## src/rtl/mash_pkg.sv

```systemverilog
// mash_pkg: shared constants and helpers for the axis_mash MASH modulator.
// Holds the stage-count limit, the dither LFSR tap mask and the output width rule.
package mash_pkg;

  // Upper bound on cascaded first-order stages supported by axis_mash.
  localparam int MASH_MAX_STAGES = 3;

  // Fibonacci LFSR taps 16,14,13,11 expressed as a mask over bits [15:0].
  localparam logic [15:0] MASH_LFSR_TAPS = 16'hB400;

  // Signed output width needed to carry the cancellation sum for a given stage count.
  function automatic int mash_out_width(input int stages);
    return stages + 1;
  endfunction

endpackage

```

## src/rtl/mash_stage.sv

```systemverilog
// mash_stage: one first-order delta-sigma stage (WIDTH-bit wrapping accumulator).
// The next accumulator value is exposed combinationally so the following stage
// can consume it in the same cycle; the carry out is the stage's 1-bit output.
module mash_stage
  import mash_pkg::*;
#(
  parameter int WIDTH = 16
) (
  input  logic             clk,
  input  logic             rst,
  input  logic             en,
  input  logic [WIDTH-1:0] x,
  input  logic             cin,
  output logic [WIDTH-1:0] acc_next,
  output logic             carry
);

  logic [WIDTH-1:0] acc;
  logic [WIDTH:0]   sum;

  assign sum      = {1'b0, acc} + {1'b0, x} + {{WIDTH{1'b0}}, cin};
  assign acc_next = sum[WIDTH-1:0];
  assign carry    = sum[WIDTH];

  // Accumulator only moves on an accepted sample, otherwise the stage is frozen.
  always_ff @(posedge clk or posedge rst) begin
    if (rst) begin
      acc <= '0;
    end else if (en) begin
      acc <= acc_next;
    end
  end

endmodule

```

## src/rtl/axis_mash.sv

```systemverilog
// axis_mash: MASH delta-sigma modulator (1..3 cascaded stages) with AXI-Stream
// input and a single registered AXI-Stream output.
// Optional feature macro: AXIS_MASH_DITHER_EN adds a 16-bit LFSR whose bit 0
// is fed into the stage-1 carry-in on every accepted sample.
module axis_mash
  import mash_pkg::*;
#(
  parameter int          WIDTH     = 16,
  parameter int          STAGES    = 2,
  parameter int          OUT_WIDTH = mash_out_width(STAGES),
  parameter logic [15:0] LFSR_SEED = 16'hACE1
) (
  input  logic                        aclk,
  input  logic                        arst,
  input  logic signed [WIDTH-1:0]     s_axis_data_tdata,
  input  logic                        s_axis_data_tvalid,
  output logic                        s_axis_data_tready,
  output logic signed [OUT_WIDTH-1:0] m_axis_data_tdata,
  output logic                        m_axis_data_tvalid,
  input  logic                        m_axis_data_tready
);

  if (STAGES < 1 || STAGES > MASH_MAX_STAGES) begin : g_bad_stages
    $error("axis_mash: STAGES must lie in 1..%0d", MASH_MAX_STAGES);
  end
  if (OUT_WIDTH != mash_out_width(STAGES)) begin : g_bad_out_width
    $error("axis_mash: OUT_WIDTH is derived from STAGES and must not be overridden");
  end

  // Zero-extend a single carry bit into the signed cancellation width.
  function automatic logic signed [OUT_WIDTH-1:0] ext(input logic b);
    return {{(OUT_WIDTH-1){1'b0}}, b};
  endfunction

  logic                          accept;
  logic                          dither_bit;
  logic [STAGES:0][WIDTH-1:0]    x_chain;
  logic [STAGES-1:0]             carry;
  logic signed [OUT_WIDTH-1:0]   term1;
  logic signed [OUT_WIDTH-1:0]   term2;
  logic signed [OUT_WIDTH-1:0]   term3;
  logic signed [OUT_WIDTH-1:0]   y;
  logic                          unused_tail;

  assign s_axis_data_tready = !m_axis_data_tvalid || m_axis_data_tready;
  assign accept             = s_axis_data_tvalid && s_axis_data_tready;

  // Offset binary: flipping the MSB maps the signed range onto 0..2^W-1.
  assign x_chain[0]  = {~s_axis_data_tdata[WIDTH-1], s_axis_data_tdata[WIDTH-2:0]};
  assign unused_tail = ^x_chain[STAGES];

`ifdef AXIS_MASH_DITHER_EN
  logic [15:0] lfsr;

  // Dither LFSR steps once per accepted sample so the dither is tied to the data rate.
  always_ff @(posedge aclk or posedge arst) begin
    if (arst) begin
      lfsr <= LFSR_SEED;
    end else if (accept) begin
      lfsr <= {lfsr[14:0], ^(lfsr & MASH_LFSR_TAPS)};
    end
  end

  assign dither_bit = lfsr[0];
`else
  logic [15:0] unused_cfg;
  assign unused_cfg = LFSR_SEED ^ MASH_LFSR_TAPS;
  assign dither_bit = 1'b0;
`endif

  for (genvar k = 0; k < STAGES; k++) begin : g_stage
    mash_stage #(.WIDTH(WIDTH)) u_stage (
      .clk      (aclk),
      .rst      (arst),
      .en       (accept),
      .x        (x_chain[k]),
      .cin      ((k == 0) ? dither_bit : 1'b0),
      .acc_next (x_chain[k+1]),
      .carry    (carry[k])
    );
  end

  assign term1 = ext(carry[0]);

  if (STAGES >= 2) begin : g_cancel2
    logic c2d;

    // Previous accepted sample's stage-2 carry for the first difference.
    always_ff @(posedge aclk or posedge arst) begin
      if (arst) begin
        c2d <= 1'b0;
      end else if (accept) begin
        c2d <= carry[1];
      end
    end

    assign term2 = ext(carry[1]) - ext(c2d);
  end else begin : g_no_cancel2
    assign term2 = '0;
  end

  if (STAGES >= 3) begin : g_cancel3
    logic c3d;
    logic c3dd;

    // Two-deep history of the stage-3 carry for the second difference.
    always_ff @(posedge aclk or posedge arst) begin
      if (arst) begin
        c3d  <= 1'b0;
        c3dd <= 1'b0;
      end else if (accept) begin
        c3d  <= carry[2];
        c3dd <= c3d;
      end
    end

    assign term3 = ext(carry[2]) - (ext(c3d) <<< 1) + ext(c3dd);
  end else begin : g_no_cancel3
    assign term3 = '0;
  end

  assign y = term1 + term2 + term3;

  // Single output register: loads on accept, empties when consumed without a refill.
  always_ff @(posedge aclk or posedge arst) begin
    if (arst) begin
      m_axis_data_tdata  <= '0;
      m_axis_data_tvalid <= 1'b0;
    end else if (accept) begin
      m_axis_data_tdata  <= y;
      m_axis_data_tvalid <= 1'b1;
    end else if (m_axis_data_tready) begin
      m_axis_data_tvalid <= 1'b0;
    end
  end

endmodule

```

## config.mk

```make
export PLATFORM = sky130hd
export DESIGN_NAME = axis_mash
export DESIGN_NICKNAME = d
export VERILOG_FILES = /design/src/rtl/mash_pkg.sv /design/src/rtl/mash_stage.sv /design/src/rtl/axis_mash.sv
export SDC_FILE = /design/constraint.sdc
export NUM_CORES = 1
export LEC_CHECK = 0
export ABC_AREA = 0
export CAP_MARGIN = 20
export CORE_UTILIZATION = 36
export DETAILED_ROUTE_END_ITERATION = 8
export GPL_TIMING_DRIVEN = 0
export MAX_ROUTING_LAYER = met4
export SLEW_MARGIN = 30
export SYNTH_ARGS = -nofsm -noshare
export SYNTH_HDL_FRONTEND = slang
export SYNTH_SLANG_ARGS = --single-unit
```

## constraint.sdc

```tcl
create_clock -name aclk -period 5.32 [get_ports aclk]
set_input_delay 1.064 -clock aclk [delete_from_list [all_inputs] [get_ports aclk]]
set_output_delay 1.064 -clock aclk [all_outputs]
set_load 0.05 [all_outputs]
```

Word level (Yosys, flattened, before mapping)
Cells that the tools add are included.
{"block": "word_totals", "ff_bits": 37, "inputBits": 20, "out_inout_bits": 5}
{"block": "classes", "bitwise_logic": 1, "n_reduce_logical": 4, "muxes": 2, "addsub": 4}
{"cell": "$add 16x16->17", "n": 2}
{"cell": "$add 2x2->3", "n": 1}
{"cell": "$mux 1", "n": 2}
{"cell": "$reduce_bool 2->1", "n": 1}
{"cell": "$sub 1x1->2", "n": 1}
{"cell": "$logic_and 1x1->1", "n": 1}
{"cell": "$logic_not 1->1", "n": 1}
{"cell": "$logic_or 1x1->1", "n": 1}
{"cell": "$not 1->1", "n": 1}

Depth between registers and ports, before layout
Gate-level depths: netlist (run 1).
{"block": "depth", "ltp_word": 5, "mapped_depth": 22, "depth_no_buf": 21}

Cells and area by module
From an unflattened synthesis (run 1), not the netlist that was laid out.
{"block": "unflattened", "hier_cells": 354, "area_unflattened_um2": 3269.4}
{"module": "mash_stage at g_stage[1].u_stage", "n_inst": 1, "seq_area_each_um2": 400.4, "area_per_inst_um2": 1589.0, "cells_per_inst": 180}
{"module": "mash_stage at g_stage[0].u_stage", "n_inst": 1, "seq_area_each_um2": 400.4, "area_per_inst_um2": 1402.6, "cells_per_inst": 151}
{"module": "axis_mash", "n_inst": 1, "seq_area_each_um2": 125.1, "area_per_inst_um2": 277.8, "cells_per_inst": 23}

Least setup slack after synthesis (run 1)
No wires, ideal clock.
{"block": "synth_path", "kind": "input to register", "from": "input s_axis_data_tdata[0]", "to": "register m_axis_data_tdata[1]", "path_stages": 21, "setup_slack_ns": 0.689, "setup_ns": 0.083, "arrival_ns": 4.549, "cell_sequence": "ha_1 inv_1 fa_1 and2b_1 o211ai_1 a31oi_2 a22oi_2 nor2b_1 ha_1 clkbuf_1 and4_1 a32oi_1 nand2_1 a21oi_1 o31a_1 ha_1 inv_1 ha_1 inv_1 ha_1 o21ai_0"}
{"block": "synth_between", "elab_chain_len": 4}
{"item": "from (decl)", "line_no": "axis_mash.sv:15", "source": "input logic signed [WIDTH-1:0] s_axis_data_tdata,"}
{"item": "$add 16x16->17", "line_no": "mash_stage.sv:21", "source": "assign sum = {1'b0, acc} + {1'b0, x} + {{WIDTH{1'b0}}, cin};"}
{"item": "net g_stage[0].u_stage.acc_next[10]", "line_no": "mash_stage.sv:14", "source": "output logic [WIDTH-1:0] acc_next,"}
{"item": "$add 16x16->17", "line_no": "mash_stage.sv:21"}
{"item": "$sub 1x1->2", "line_no": "axis_mash.sv:97", "source": "assign term2 = ext(carry[1]) - ext(c2d);"}
{"item": "$add 2x2->3", "line_no": "axis_mash.sv:122", "source": "assign y = term1 + term2 + term3;"}
{"item": "to (signal assigned)", "line_no": "axis_mash.sv:130", "source": "m_axis_data_tdata <= y;"}
{"item": "to (decl)", "line_no": "axis_mash.sv:18", "source": "output logic signed [OUT_WIDTH-1:0] m_axis_data_tdata,"}
The timed path passes the listed nets, and every way through them passes these cells.
A chain may end at the register's enable or synchronous reset.

Worst setup path after layout (run 1)
{"block": "layout_path", "from": "input s_axis_data_tdata[4]", "to": "register m_axis_data_tdata[1]"}
Same word-level chain as after synthesis.

==> results of run 1 <==
[tightest hold or removal path: cells and delay by family (launching register included)]
family	cells	cell delay (ns)
flops	1	0.35
simple gates	2	0.11
[state kept, by name, indices dropped and copies added, names as in the netlist]
name                 flops
m_axis_data_tvalid       1
m_axis_data_tdata        3
g_cancel2.c2d            1
g_stage.u_stage.acc     32
[cells by family after synthesis]
logic type / count (synthesis)
buffers and inverters: 23
AOI/OAI and AO/OA: 102
DFF: 37
adders and majority gates: 37
xor gates and xnor gates: 26
and+or+nand+nor: 101
muxes: 9
[per-layer routing]
| metal | global-route usage (%) | vias to the layer above | routed length [µm] |
|---|---|---|---|
| li1 | - | 1274 | - |
| met2 | 28.2 | 38 | 3100 |
| met1 | 22.8 | 1143 | 3370 |
| met3 | 3.07 | 9 | 177 |
| met4 | 5.73 | 0 | 100 |
| met5 | - | - | 0 |
[final cells by class]
| cell class | count | area, µm² | share of cell area [%] |
|---|---|---|---|
| timing repair buffer | 27 | 275 | 7.88 |
| tap | 102 | 128 | 3.65 |
| clock buffer | 7 | 86.3 | 2.47 |
| sequential | 37 | 926 | 26.5 |
| multi-input combinational | 275 | 1960 | 56.0 |
| clock inverter | 1 | 30.0 | 0.860 |
| inverter | 11 | 41.3 | 1.18 |
| buffer | 11 | 50.0 | 1.43 |
[cell usage after synthesis (all sizes together) (2+ instances only)]
master,number
nand2,59
dfrtp,37
ha,35
o21ai,33
a21oi,30
nor2,16
xnor2,15
inv,11
xor2,11
clkbuf,10
mux2,9
a21o,8
nand4,6
a31oi,4
nand3,4
a211oi,3
and3,3
o211ai,3
o21a,3
o31ai,3
and2,2
buf,2
fa,2
nand2b,2
nor2b,2
o21bai,2
o41ai,2
or4,2
[timing repair]
item                                   4_1_cts  5_1_grt
resized for setup                            1       13
endpoints found under the hold margin        0        0
setup buffers                                1        1
pin swaps                                    1        2
setup endpoints to repair                    1        3
[path summary, 6_finish.rpt]
kind,to,from
worst min-delay path,m_axis_data_tdata[0]$_DFFE_PP0P_,m_axis_data_tdata[0]$_DFFE_PP0P_
worst max-delay path,m_axis_data_tdata[1]$_DFFE_PP0P_,s_axis_data_tdata[4]
worst min register to register,m_axis_data_tdata[0]$_DFFE_PP0P_,m_axis_data_tdata[0]$_DFFE_PP0P_
min in group asynchronous,g_stage[1].u_stage.acc[3]$_DFFE_PP0P_,arst
max in group asynchronous,g_stage[1].u_stage.acc[12]$_DFFE_PP0P_,arst
worst max register to register,m_axis_data_tdata[1]$_DFFE_PP0P_,g_stage[0].u_stage.acc[1]$_DFFE_PP0P_
[through the flow]
stage               worst slack, ns  utilization (%)
finish                        0.287             45.0
floorplan                     0.689                -
global placement             -0.294             42.3
CTS                          0.0317             44.2
detailed placement           -0.364             42.6
global route                0.00626             45.0
==> flow_summary.yaml, run 1 <==
outcome:
  status: "finished clean"
global_route:
  grt_pass1_vias: 2468
  antenna_found_initial: 0
  grt_pass1_wl_um: 11500
  grt_max_degree: 29
  track_usage_pct: 17.7
  grt_overflow: 0
drt:
  antenna_left: 0
  drt_pass1_iterations: 5
  wl_per_cell_um: 14.3
  avgViaCountPerCell: 5.23
  route.vias.total: 2464
  drt-total-wl_um: 6750
  drc: 0
  drt_iter0_drc: 67
layout:
  layout_commonest_cell: "nand2_1"
  final_cell_mix: "59 x nand2_1, 37 x dfrtp_1, 31 x ha_1"
  drive_gt1_share_pct: 10.0
  finalNonFillerCells: 471
  diodes: 0
  nFillCells: 795
  fin_area_um2: 3490
  nets: 425
  areaGrowthSynthToFinish_pct: 19.7
setup_path:
  ff2ff_path_depth: 19
  cp_num_buf_inv: 4
  start_kind: "primary input"
  r2r_setup_slack_ns: 1.14
  cp.required_ns: 5.53
  crit_family: "compound AO/OA/AOI/OAI gates"
  end_kind: "flip-flop"
  crit_cells: 20
  crit_path_max_incr_delay_ns: 0.47
  crit_arrival_ns: 5.24
  cp_cell_sequence: "clkdlybuf4s50_1 > ha_2 > or2_2 > a21bo_1 > a31o_1 > a21oi_2 > xnor2_1 > ha_1 > clkbuf_1 > and4_1 > a32oi_1 > nand2_1 > a21oi_2 > o31a_1 > ha_1 > inv_1 > ha_1 > inv_1 > ha_1 > o21ai_0"
  path_max_fanout: 8
  critical_path_class: "in2reg"
  slowest_stage: "clkdlybuf4s50_1"
  cp_common_cell: "ha_1"
floorplanning:
  die_y_um: 92.0
  core_area_um2: 7770
  initial_utilization_pct: 37.6
  ioPinCount: 25
  rows: 32
  dieWidth_um: 92.0
  die_area_um2: 8470
clock_tree:
  hold_buffers: 0
  clk_path_buf_depth: 2
  cts_sinks: 37
  tritoncts: "yes"
  numCtsBuffers: 5
  insertion_delay_ns: 0.29
  htree_num_levels: 2
  clk_pin_slew_ns: 0.08
  clk_root_buffer_cell: "clkbuf_8"
sta:
  fin_crit_ns: 5.03
  fmax_ghz: 0.199
  drv_slew: 0
  grt_setup_unrepaired: "false"
  min_period_over_period_pct: 94.6
  hold_viol: 0
  tns_ns: 0
  relSlewSlack_pct: 66.1
  setup_viol: 0
  whs_ns: 0.480
  final.setup_skew_ns: 0.00886
  tightest_slew_ns: 0.508
logic_synthesis:
  synth-main-ff-cell: "dfrtp_1"
  ys_seq_area_share_pct: 31.7
  synth_top_family_by_area: "compound AO/OA/AOI/OAI gates"
  yosysTopAreaCellShare_pct: 31.7
  syn_area_per_cell_um2: 8.71
  synth-async-reset-ratio_pct: 100
  synth_adder_area_share_pct: 16.4
  synth_compound_area_share_pct: 21.9
  synth_edf_count: 0
  yosysWarnings: 0
  synthXorXnorAreaFrac_pct: 7.80
  synth_area_um2: 2920
  ys_types: 49
  yosys-mux-area-fraction_pct: 3.60
  yosys.area.top_type: "dfrtp_1"
  synth-seq-cells: 37
  yosys-top-cells-area: "dfrtp_1 32%, ha_1 15%, nand2_1 7.6%"
  yosys.area_share.simple_pct: 15.3
  synth_cells: 335
  syn-num-nets: 392
placement:
  place_area_um2: 3310
  port_buffers: 24
  gp_congestion: 0.887
  dp_hpwl_um: 5160
  placed_cells: 462
min_path:
  hold_depth: 2
  hold_path_class: "reg2reg"
flow_run:
  cap_violations: 0
Power of run 1 is not shown: default switching activity piles up to over one toggle a cycle in this logic, so the estimate is an artifact.
==> run 2, diff against run 1 <==
--- a/config.mk
+++ b/config.mk
@@ -11,7 +11,6 @@
 export DETAILED_ROUTE_END_ITERATION = 8
 export GPL_TIMING_DRIVEN = 0
 export MAX_ROUTING_LAYER = met4
-export SLEW_MARGIN = 30
 export SYNTH_ARGS = -nofsm -noshare
 export SYNTH_HDL_FRONTEND = slang
 export SYNTH_SLANG_ARGS = --single-unit
==> constraint.sdc (replaced) <==
create_clock -name aclk -period 6.1 [get_ports aclk]
set_input_delay 0.61 -clock aclk [delete_from_list [all_inputs] [get_ports aclk]]
set_output_delay 0.61 -clock aclk [all_outputs]
set_load 0.05 [all_outputs]
==> run 2 against run 1 <==
  * Global-route usage up 0.063 points
  * Flip-flop and latch count did not move
  * Critical path depth grew 2
  * Count of clock-buffer cells in the layout fell by 2
  * Non-clock buffer count decreased by 2
  * Final cell count fell by 0.42%
  * Critical path type unchanged
  * Critical endpoint unchanged
  * Largest cell class unchanged
==> flow_summary.yaml, run 2 (same netlist as run 1, synthesis figures left out) <==
outcome:
  status: "finished clean"
clock_tree:
  clk_root_buffer_cell: "clkbuf_8"
  htree_num_levels: 2
  cts_resized: 0
  clk_pin_slew_ns: 0.09
  cts_sinks: 37
  hold_buffers: 0
  numCtsBuffers: 5
  post_cts_buffers: 0
  tritoncts: "yes"
  insertion_delay_ns: 0.30
  clk_path_buf_depth: 2
floorplanning:
  core_area_um2: 7770
  rows: 32
  ioPinCount: 25
  die_y_um: 92.0
  dieWidth_um: 92.0
  initial_utilization_pct: 37.6
  die_area_um2: 8470
drt:
  antenna_left: 0
  route.vias.total: 2473
  drt_iter0_drc: 87
  drt-total-wl_um: 6650
  drt_pass1_iterations: 4
  wl_per_cell_um: 14.2
  avgViaCountPerCell: 5.27
  drc: 0
layout:
  drive_gt1_share_pct: 7.08
  diodes: 0
  layout_commonest_cell: "nand2_1"
  largest_reg_flops: 32
  nets: 423
  final_cell_mix: "59 x nand2_1, 37 x dfrtp_1, 35 x ha_1"
  top_register: "g_stage.u_stage.acc"
  nFillCells: 801
  areaGrowthSynthToFinish_pct: 15.7
  reg_top3: "g_stage.u_stage.acc (32), m_axis_data_tdata (3)"
sta:
  setup_viol: 0
  fin_crit_ns: 4.87
  grt_setup_unrepaired: "false"
  relSlewSlack_pct: 46.1
  tightest_slew_ns: 0.807
  final.setup_skew_ns: 0.0115
  hold_viol: 0
  fmax_ghz: 0.205
  whs_ns: 0.486
  tns_ns: 0
  min_period_over_period_pct: 79.9
  drv_slew: 0
setup_path:
  startpoint: "s_axis_data_tdata[0]"
  crit_path_end: "m_axis_data_tdata[1]$_DFFE_PP0P_"
  end_kind: "flip-flop"
  rr_endpoint: "m_axis_data_tdata[1]$_DFFE_PP0P_"
  crit_arrival_ns: 5.10
  r2r_setup_slack_ns: 1.57
  r2r-start: "g_stage[0].u_stage.acc[0]$_DFFE_PP0P_"
  path_max_fanout: 8
  critical_path_class: "in2reg"
  start_kind: "primary input"
  ff2ff_path_depth: 21
  cp.required_ns: 6.32
global_route:
  grt_pass1_vias: 2442
  antenna_found_initial: 0
  grt_overflow: 0
  grt_max_degree: 38
  track_usage_pct: 17.8
  grt_pass1_wl_um: 11600
placement:
  gp_congestion: 0.887
  port_buffers: 24
  dp_hpwl_um: 5070
min_path:
  hold_path_class: "reg2reg"
flow_run:
  cap_violations: 0
[run 2: cell types whose count changed in the layout (fill, tap and decap cells not counted), sizes merged]
cell      before  now
buf            5    2
clkbuf        16   15
clkinvlp       0    1
inv           11   12
bufinv         1    0
clkinv         0    1
[run 2: area by class of cell]
cell class / count / area, µm² / share of cell area [%]
clock inverters: 3 / 21.3 / 0.630
plain buffers: 12 / 53.8 / 1.59
well taps: 102 / 128 / 3.78
multi-input cells: 275 / 1900 / 56.2
repair buffers: 24 / 240 / 7.11
clock buffers: 5 / 68.8 / 2.04
flip-flops and latches: 37 / 926 / 27.4
inverters: 11 / 41.3 / 1.22
[run 2: how the worst min path moves through the flow]
stage,from,endpoint,slack (ns),cells past startpoint
floorplan,g_stage[0].u_stage.acc[0]$_DFFE_PP0P_,g_stage[0].u_stage.acc[0]$_DFFE_PP0P_,0.45,2
global placement,m_axis_data_tdata[0]$_DFFE_PP0P_,m_axis_data_tdata[0]$_DFFE_PP0P_,0.46,2
detailed placement,m_axis_data_tdata[0]$_DFFE_PP0P_,m_axis_data_tdata[0]$_DFFE_PP0P_,0.47,2
CTS,m_axis_data_tdata[0]$_DFFE_PP0P_,m_axis_data_tdata[0]$_DFFE_PP0P_,0.49,2
global route,g_stage[1].u_stage.acc[8]$_DFFE_PP0P_,g_stage[1].u_stage.acc[8]$_DFFE_PP0P_,0.52,2
finish,m_axis_data_tdata[0]$_DFFE_PP0P_,m_axis_data_tdata[0]$_DFFE_PP0P_,0.49,2
[run 2: worst max-delay path, cell delays in order]
cell             delay [ns]
clkdlybuf4s50_1        0.40
ha_1                   0.23
inv_1                  0.08
fa_1                   0.21
and2b_1                0.20
o211ai_1               0.24
a31oi_2                0.18
a22oi_2                0.34
nor2b_1                0.27
ha_1                   0.26
clkbuf_1               0.19
and4_1                 0.23
a32oi_1                0.15
nand2_1                0.07
a21oi_1                0.26
o31a_1                 0.25
ha_1                   0.24
inv_1                  0.06
ha_1                   0.14
inv_1                  0.04
ha_1                   0.25
o21ai_0                0.16
[run 2: routing by layer]
layer | part of all wire, % | global-route usage (%) | wire [µm]
met5 | 0 | - | 0
met4 | 0.96 | 4.56 | 64
met3 | 3.0 | 2.99 | 197
met2 | 45 | 28.5 | 2980
met1 | 51 | 23.2 | 3410
[run 2: metrics by stage]
stage / instances / utilization (%) / cell area (µm²) / worst slack (ns)
6_report: 469 / 43.5 / 3380 / 1.23
5_1_grt: 469 / 43.5 / 3380 / 0.883
4_1_cts: 469 / 43.5 / 3380 / 1.20
3_5_place_dp: 461 / 42.3 / 3290 / 0.904
3_3_place_gp: 461 / 42.3 / 3290 / 0.940
2_1_floorplan: 335 / - / 2920 / 1.92
Power of run 2 is left out for the same reason.
==> run 3, diff against run 2 <==
==> constraint.sdc (replaced) <==
create_clock -name aclk -period 4.3 [get_ports aclk]
set_input_delay 0.43 -clock aclk [delete_from_list [all_inputs] [get_ports aclk]]
set_output_delay 0.43 -clock aclk [all_outputs]
set_load 0.05 [all_outputs]
==> run 3 against run 2 <==
  * Routed wire length grew 7.6%
  * Design area grew 7.3%
  * Hold slack gained 0.00069 ns
  * First-iteration DRC count grew 11%
  * Worst setup slack lost 1.1 ns
  * Sequential share of layout area shrank 1.9 points
  * Critical path depth shrank 3
  * Count of clock-buffer cells in the layout is the same
==> flow_summary.yaml, run 3 (same netlist as run 1, synthesis figures left out) <==
global_route:
  grt_pass1_vias: 2468
  grt_max_degree: 38
  antenna_found_initial: 0
  grt_overflow: 0
  track_usage_pct: 18.0
  grt_pass1_wl_um: 11800
clock_tree:
  clk_pin_slew_ns: 0.09
  clk_root_buffer_cell: "clkbuf_8"
  hold_buffers: 0
  cts_sinks: 37
  insertion_delay_ns: 0.30
  numCtsBuffers: 5
  clk_path_buf_depth: 2
  htree_num_levels: 2
  tritoncts: "yes"
sta:
  fmax_ghz: 0.241
  fin_crit_ns: 4.15
  drv_slew: 0
  relSlewSlack_pct: 46.1
  whs_ns: 0.487
  final.setup_skew_ns: 0.0145
  tightest_slew_ns: 0.808
  min_period_over_period_pct: 96.5
  setup_viol: 0
  hold_viol: 0
min_path:
  hold_path_class: "reg2reg"
  hold_path_startpoint: "m_axis_data_tdata[0]$_DFFE_PP0P_"
outcome:
  status: "finished clean"
drt:
  drt-total-wl_um: 7150
  drt_pass1_iterations: 4
  route.vias.total: 2544
  antenna_left: 0
  drt_iter0_drc: 97
  wl_per_cell_um: 14.9
  avgViaCountPerCell: 5.30
  drc: 0
setup_path:
  cp.required_ns: 4.53
  startpoint: "s_axis_data_tdata[6]"
  start_kind: "primary input"
  rr_endpoint: "m_axis_data_tdata[1]$_DFFE_PP0P_"
  crit_path_end: "m_axis_data_tdata[1]$_DFFE_PP0P_"
  cp_common_cell: "ha_1"
  crit_path_max_incr_delay_ns: 0.43
  r2r-start: "g_stage[0].u_stage.acc[0]$_DFFE_PP0P_"
  ff2ff_path_depth: 20
  crit_arrival_ns: 4.38
  end_kind: "flip-flop"
  slowest_stage: "clkdlybuf4s50_1"
  path_max_fanout: 8
  cp_cell_sequence: "clkdlybuf4s50_1 > ha_1 > a2111oi_2 > o21ai_1 > a31o_1 > a21oi_2 > xnor2_2 > ha_4 > a21o_1 > a32oi_1 > nand2_1 > a21oi_2 > o31a_1 > ha_1 > inv_1 > ha_2 > inv_2 > ha_1 > o21ai_1"
  critical_path_class: "in2reg"
  r2r_setup_slack_ns: 0.17
flow_run:
  cap_violations: 0
floorplanning:
  dieWidth_um: 92.0
  core_area_um2: 7770
  initial_utilization_pct: 37.6
  die_y_um: 92.0
  die_area_um2: 8470
  rows: 32
  ioPinCount: 25
layout:
  top_register: "g_stage.u_stage.acc"
  largest_reg_flops: 32
  nets: 434
  final_cell_mix: "59 x nand2_1, 37 x dfrtp_1, 28 x a21oi_1"
  diodes: 0
  nFillCells: 773
  reg_top3: "g_stage.u_stage.acc (32), m_axis_data_tdata (3)"
  areaGrowthSynthToFinish_pct: 24.1
  layout_commonest_cell: "nand2_1"
  drive_gt1_share_pct: 17.5
placement:
  gp_congestion: 0.887
  port_buffers: 24
  dp_hpwl_um: 5070
[run 3: repair_timing]
item,in CTS,in global routing
pin swaps,8,18
setup endpoints to repair,3,3
gates resized for setup,12,25
setup buffers,4,11
[run 3: how the worst min path moves through the flow]
| stage | to | depth (start not counted) |
|---|---|---|
| final | m_axis_data_tdata[0]$_DFFE_PP0P_ | 2 |
| after global routing | g_stage[1].u_stage.acc[8]$_DFFE_PP0P_ | 2 |
| after CTS | m_axis_data_tdata[0]$_DFFE_PP0P_ | 2 |
| after detailed placement | m_axis_data_tdata[0]$_DFFE_PP0P_ | 2 |
| after global placement | m_axis_data_tdata[0]$_DFFE_PP0P_ | 2 |
| after floorplan | g_stage[0].u_stage.acc[0]$_DFFE_PP0P_ | 2 |
[run 3: cell type report]
cell class / count / area [µm²] / share of cell area (%)
plain buffers: 8 / 38.8 / 1.07
multi-input cells: 275 / 2040 / 56.2
clock buffers: 5 / 68.8 / 1.90
clock inverters: 3 / 21.3 / 0.587
repair buffers: 39 / 362 / 9.98
flip-flops and latches: 37 / 926 / 25.6
inverters: 11 / 41.3 / 1.14
well taps: 102 / 128 / 3.52
[run 3: worst max-delay path, delay by kind of cell]
kind,cells,cell delay (ns)
compound gates,9,1.85
fa+ha+maj,5,1.32
simple gates,1,0.11
xor+xnor,1,0.16
buf+inv,3,0.52
[run 3: layer usage]
layer	vias up	GRT usage, %	wire, µm
li1	1293	-	-
met1	1198	23.5	3510
met2	46	29.2	3350
met3	7	2.99	222
met4	0	4.56	63
met5	-	-	0
[run 3: metrics by stage]
step,util [%],cells,instance area [µm²],setup slack (ns),TNS [ns]
3_5_place_dp,42.3,461,3290,-0.716,-1.82
2_1_floorplan,-,335,2920,0.303,0
6_report,46.6,480,3620,0.152,0
5_1_grt,46.6,480,3620,-0.0615,-0.0790
3_3_place_gp,42.3,461,3290,-0.680,-1.73
4_1_cts,44.4,471,3450,0.0261,0
Power of run 3 is left out for the same reason.
==> variant 1, RTL diff (flow settings as in run 1) <==
Build with the macro `AXIS_MASH_DITHER_EN` defined.
--- a/src/rtl/axis_mash.sv
+++ b/src/rtl/axis_mash.sv
@@ -2,6 +2,8 @@
 // input and a single registered AXI-Stream output.
 // Optional feature macro: AXIS_MASH_DITHER_EN adds a 16-bit LFSR whose bit 0
 // is fed into the stage-1 carry-in on every accepted sample.
+`define AXIS_MASH_DITHER_EN
+
 module axis_mash
   import mash_pkg::*;
 #(
Formal check against the unedited RTL: not equivalent (a bounded check fails within 4 cycles, from zero or initial values and one cycle with arst high).
==> variant 1 against run 1 <==
Utilization fell by 0.30 points. Sequential cell count grew 16. Area after synthesis is 22% higher. Wire length grew 23%. Final cell count is 19% higher. Cell area increased by 20%. Clock skew decreased by 0.0019 ns. Sequential share of layout area grew 5.3 points. Setup slack worse by 0.16 ns. Worst hold slack worse by 0.013 ns. Highest routed layer unchanged.
Power is left out: the tool's default activity adds up to more than one toggle a clock period on the data nets, which glitch-free logic cannot reach.
==> variant 1: results (changes against run 1) <==
INFO  metric multi_input_combinational_area_share = 52.68% (-3.3 points)
INFO  metric met3_usage = 3.037% (-0.031 points)
INFO  metric n_all_buffers = 42 (+11%)
INFO  metric r2r.worst_path.cells = 20 (+1)
INFO  metric grt_max_degree = 42 (+45%)
INFO  metric detail_route.wl_per_cell = 14.82 um (+3.4%)
INFO  metric met3WireLength = 250 um (+41%)
INFO  metric clockNetworkAreaShare = 2.320% (-1.0 points)
INFO  metric worstReg2RegStart = g_stage[0].u_stage.acc[0]$_DFFE_PP0P_
INFO  metric finClkSkew = 0.006991 ns (-0.001873 ns)
INFO  metric routability_congestion = 0.8735 (-1.5%)
INFO  metric multi_input_area = 2216 um2 (+13%)
INFO  metric place_inst = 549 (+19%)
INFO  metric biggest_area_contributors_in_the_synthesized_netlist = dfrtp_1 (32%), ha_1 (12%), nand2_1 (9.9%)
INFO  metric detailedRoute.firstIterationViolations = 106 (+58%)
INFO  metric n_clock_buffer = 5 (-2)
INFO  metric fin_worst_hold_slack = 0.4671 ns (-0.01307 ns)
INFO  metric startpoint = s_axis_data_tdata[1]
INFO  metric grt_pass1_vias = 2848 (+15%)
INFO  metric first_pass_grt_wire_length = 13.60 mm (+18%)
INFO  metric dp_hpwl = 6.080 mm (+18%)
INFO  metric outcome = complete, no violations
INFO  metric routed_via_density = 5.201 (-0.58%)
INFO  metric slowest_delay = 0.43 ns (-0.04 ns)
INFO  metric timing.critical_path.fanout_max = 3 (-5)
INFO  metric global_route.usage.met2 = 27.91% (-0.32 points)
-- variant 1: worst paths after layout --
| check | to |
|---|---|
| max | m_axis_data_tdata[1]$_DFFE_PP0P_ |
| min | lfsr[7]$_DFFE_PP1P_ |
| max reg2reg | m_axis_data_tdata[1]$_DFFE_PP0P_ |
| min reg2reg | lfsr[7]$_DFFE_PP1P_ |
| max in group asynchronous | lfsr[11]$_DFFE_PP1P_ |
| min in group asynchronous | g_stage[0].u_stage.acc[6]$_DFFE_PP0P_ |
-- variant 1: cells by family (layout without fill, tap and decap cells) --
kind of cell,Yosys count,after routing,synth area share (%)
AO/OA/AOI/OAI,104,104,20.03
XOR/XNOR,23,23,5.639
adder cells (fa/ha/maj),37,37,13.59
buffers and inverters,24,62,2.592
flip-flops,53,53,37.41
multiplexers,12,12,3.783
AND/OR/NAND/NOR,142,142,16.95
-- variant 1: what timing repair did --
action	in CTS	in global routing
setup endpoints to repair	3	2
pin swaps	7	11
setup buffers	3	2
gates resized for setup	8	9
gates cloned	0	0
==> variant 2, RTL diff (flow settings as in run 1) <==
Made on the original files. `WIDTH` is set to 16 in 2 places; all go to 32.
--- a/src/rtl/mash_stage.sv
+++ b/src/rtl/mash_stage.sv
@@ -4,7 +4,7 @@
 module mash_stage
   import mash_pkg::*;
 #(
-  parameter int WIDTH = 16
+  parameter int WIDTH = 32
 ) (
   input  logic             clk,
   input  logic             rst,
--- a/src/rtl/axis_mash.sv
+++ b/src/rtl/axis_mash.sv
@@ -5,7 +5,7 @@
 module axis_mash
   import mash_pkg::*;
 #(
-  parameter int          WIDTH     = 16,
+  parameter int          WIDTH     = 32,
   parameter int          STAGES    = 2,
   parameter int          OUT_WIDTH = mash_out_width(STAGES),
   parameter logic [15:0] LFSR_SEED = 16'hACE1
Interface: changed (resized s_axis_data_tdata); port bits go from 25 to 41. The function was not compared with the original's and may differ.
==> variant 2 against run 1 <==
The run now ends with negative setup slack left. Cell area rose by 120%. Utilization is 3.4 points higher. Setup slack worse by 0.40 ns. Sequential cell count is 32 higher. Area after synthesis increased by 100%. Critical path depth increased by 8. Wire length grew 150%. Critical path type unchanged. Critical endpoint unchanged. Highest routed layer unchanged.
Power is left out: the tool's default activity adds up to more than one toggle a clock period on the data nets, which glitch-free logic cannot reach.
==> variant 2: results (changes against run 1) <==
INFO  metric timing.critical_path.fanout_max = 3 (-5)
INFO  metric dp_hpwl = 12.11 mm (+130%)
INFO  metric min_from = g_stage[1].u_stage.acc[4]$_DFFE_PP0P_
INFO  metric outcome = finished with violations
INFO  metric synth.net_count = 813 (+110%)
INFO  metric r2r.worst_path.cells = 27 (+8)
INFO  metric grt_pass1_vias = 5371 (+120%)
INFO  metric grt_max_degree = 40 (+38%)
INFO  metric finClkSkew = 0.006618 ns (-0.002247 ns)
INFO  metric worst_hold_path.endpoint = g_stage[1].u_stage.acc[4]$_DFFE_PP0P_
INFO  metric startpoint = s_axis_data_tdata[0]
INFO  metric reg_top3 = g_stage.u_stage.acc x64, m_axis_data_tdata x3
INFO  metric cts-buffers-inserted = 9 (+4)
INFO  metric track_usage = 21.33% (+3.6 points)
INFO  metric postSynthCellCount = 708 (+110%)
INFO  metric detailedRoute.firstPassIterationCount = 4 (-1)
INFO  metric first_pass_grt_wire_length = 26.72 mm (+130%)
INFO  metric antenna_found_initial = 0 (unchanged)
INFO  metric cts.reportedPaths.clkPinSlew = 0.06 ns (-0.02 ns)
INFO  metric clock_tree.htree_level_count = 3 (+1)
INFO  metric synth.yosys.warnings = 0 (unchanged)
INFO  metric deepest_clock_path_buffer_count = 2 (unchanged)
INFO  metric worstReg2RegStart = g_stage[0].u_stage.acc[0]$_DFFE_PP0P_
INFO  metric detail_route.wl_per_cell = 16.29 um (+14%)
INFO  metric timing.critical_path.arrival = 5.65 ns (+0.41 ns)
INFO  metric port_buf_inserts = 40 (+67%)
INFO  metric timing.max_slew.rel_slack = 49.67% (-16 points)
INFO  metric routed_via_density = 5.314 (+1.6%)
INFO  metric post_layout_nonfiller_instances = 1031 (+120%)
INFO  metric synth_sequential_area_ratio = 29.00% (-2.7 points)
INFO  metric slowest_delay = 0.37 ns (-0.10 ns)
INFO  metric clock_tree.root_cell = clkbuf_16
INFO  metric detailedRoute.firstIterationViolations = 335 (+400%)
INFO  metric yosys-top-cells-count = nand2_1 (134), dfrtp_1 (69), ha_1 (67)
INFO  metric clk-insertion-delay-late = 0.35 ns (+0.06 ns)
INFO  metric layout-drive-gt1-share = 20.86% (+11 points)
INFO  metric post_dp_cell_area = 6683 um2 (+100%)
INFO  metric biggest_area_contributors_in_the_synthesized_netlist = dfrtp_1 (29%), ha_1 (14%), nand2_1 (8.4%)
INFO  metric routability_congestion = 0.8480 (-4.3%)
INFO  metric layout_setup_ws = -0.1169 ns (-0.4036 ns)
INFO  metric violations = negative setup slack
INFO  metric whs_path_depth = 2 (unchanged)
INFO  metric fin_worst_hold_slack = 0.4795 ns (-0.0006340 ns)
INFO  metric critical_path.slowest_cell = o31ai_4
INFO  metric nNetsFinal = 916 (+120%)
INFO  metric place_inst = 965 (+110%)
INFO  metric setup_violations = 2 (+2)
INFO  metric worst-r2r-setup-slack = 0.27 ns (-0.87 ns)
INFO  metric post_synth_num_cell_types = 67 (+37%)
-- variant 2: worst max path at each step --
stage,to,cells after the start
3_5_place_dp,m_axis_data_tdata[1]$_DFFE_PP0P_,27
5_1_grt,m_axis_data_tdata[1]$_DFFE_PP0P_,25
6_report,m_axis_data_tdata[1]$_DFFE_PP0P_,28
3_3_place_gp,m_axis_data_tdata[1]$_DFFE_PP0P_,27
4_1_cts,m_axis_data_tdata[1]$_DFFE_PP0P_,27
2_1_floorplan,m_axis_data_tdata[1]$_DFFE_PP0P_,26
-- variant 2: cells by family (layout without fill, tap and decap cells) --
kind of cell	count (synthesis)	in the layout	synth area share, %
and+or+nand+nor	236	236	17.84
AOI/OAI and AO/OA	231	231	26.73
adders and majority gates	69	69	14.75
DFF	69	69	29.00
buffers and inverters	48	155	3.153
xor gates and xnor gates	45	45	6.620
muxes	10	10	1.892
-- variant 2: layout make-up --
| class | count | area [um2] |
|---|---|---|
| Clock inverter | 5 | 75.07 |
| Fill cell | 1571 | 8254 |
| Inverter | 26 | 102.6 |
| Timing Repair Buffer | 94 | 812.0 |
| Sequential cell | 69 | 1727 |
| Multi-Input combinational cell | 591 | 4437 |
| Clock buffer | 10 | 239.0 |
| Buffer | 20 | 83.83 |
| Tap cell | 216 | 270.3 |
-- variant 2: worst register-to-register path, delay by kind of cell, from the launching register on --
family | cells | cell delay, ns
AND/OR/NAND/NOR | 4 | 0.36
adder cells (fa/ha/maj) | 6 | 1.21
buffers and inverters | 4 | 0.34
AO/OA/AOI/OAI | 13 | 2.59
flip-flops | 1 | 0.41
-- variant 2: repair_timing --
action / CTS / global route
pin swaps: 48 / 35
cloned: 0 / 0
endpoints found under the setup margin: 10 / 5
buffers inserted: 46 / 10
resized for setup: 60 / 23
-- variant 2: per-layer routing --
layer	vias to the layer above	track usage (%)	routed length, um
li1	2774	-	-
met1	2602	25.98	7768
met2	79	35.64	8100
met3	24	2.809	568
met4	0	8.587	363
met5	-	-	0
-- variant 2: through the flow --
stage | setup TNS, ns | setup slack [ns]
floorplan | -0.06619 | -0.06619
global placement | -7.431 | -1.197
detailed placement | -7.613 | -1.253
CTS | -0.2608 | -0.1631
global route | -0.7988 | -0.3491
finish | -0.1693 | -0.1169
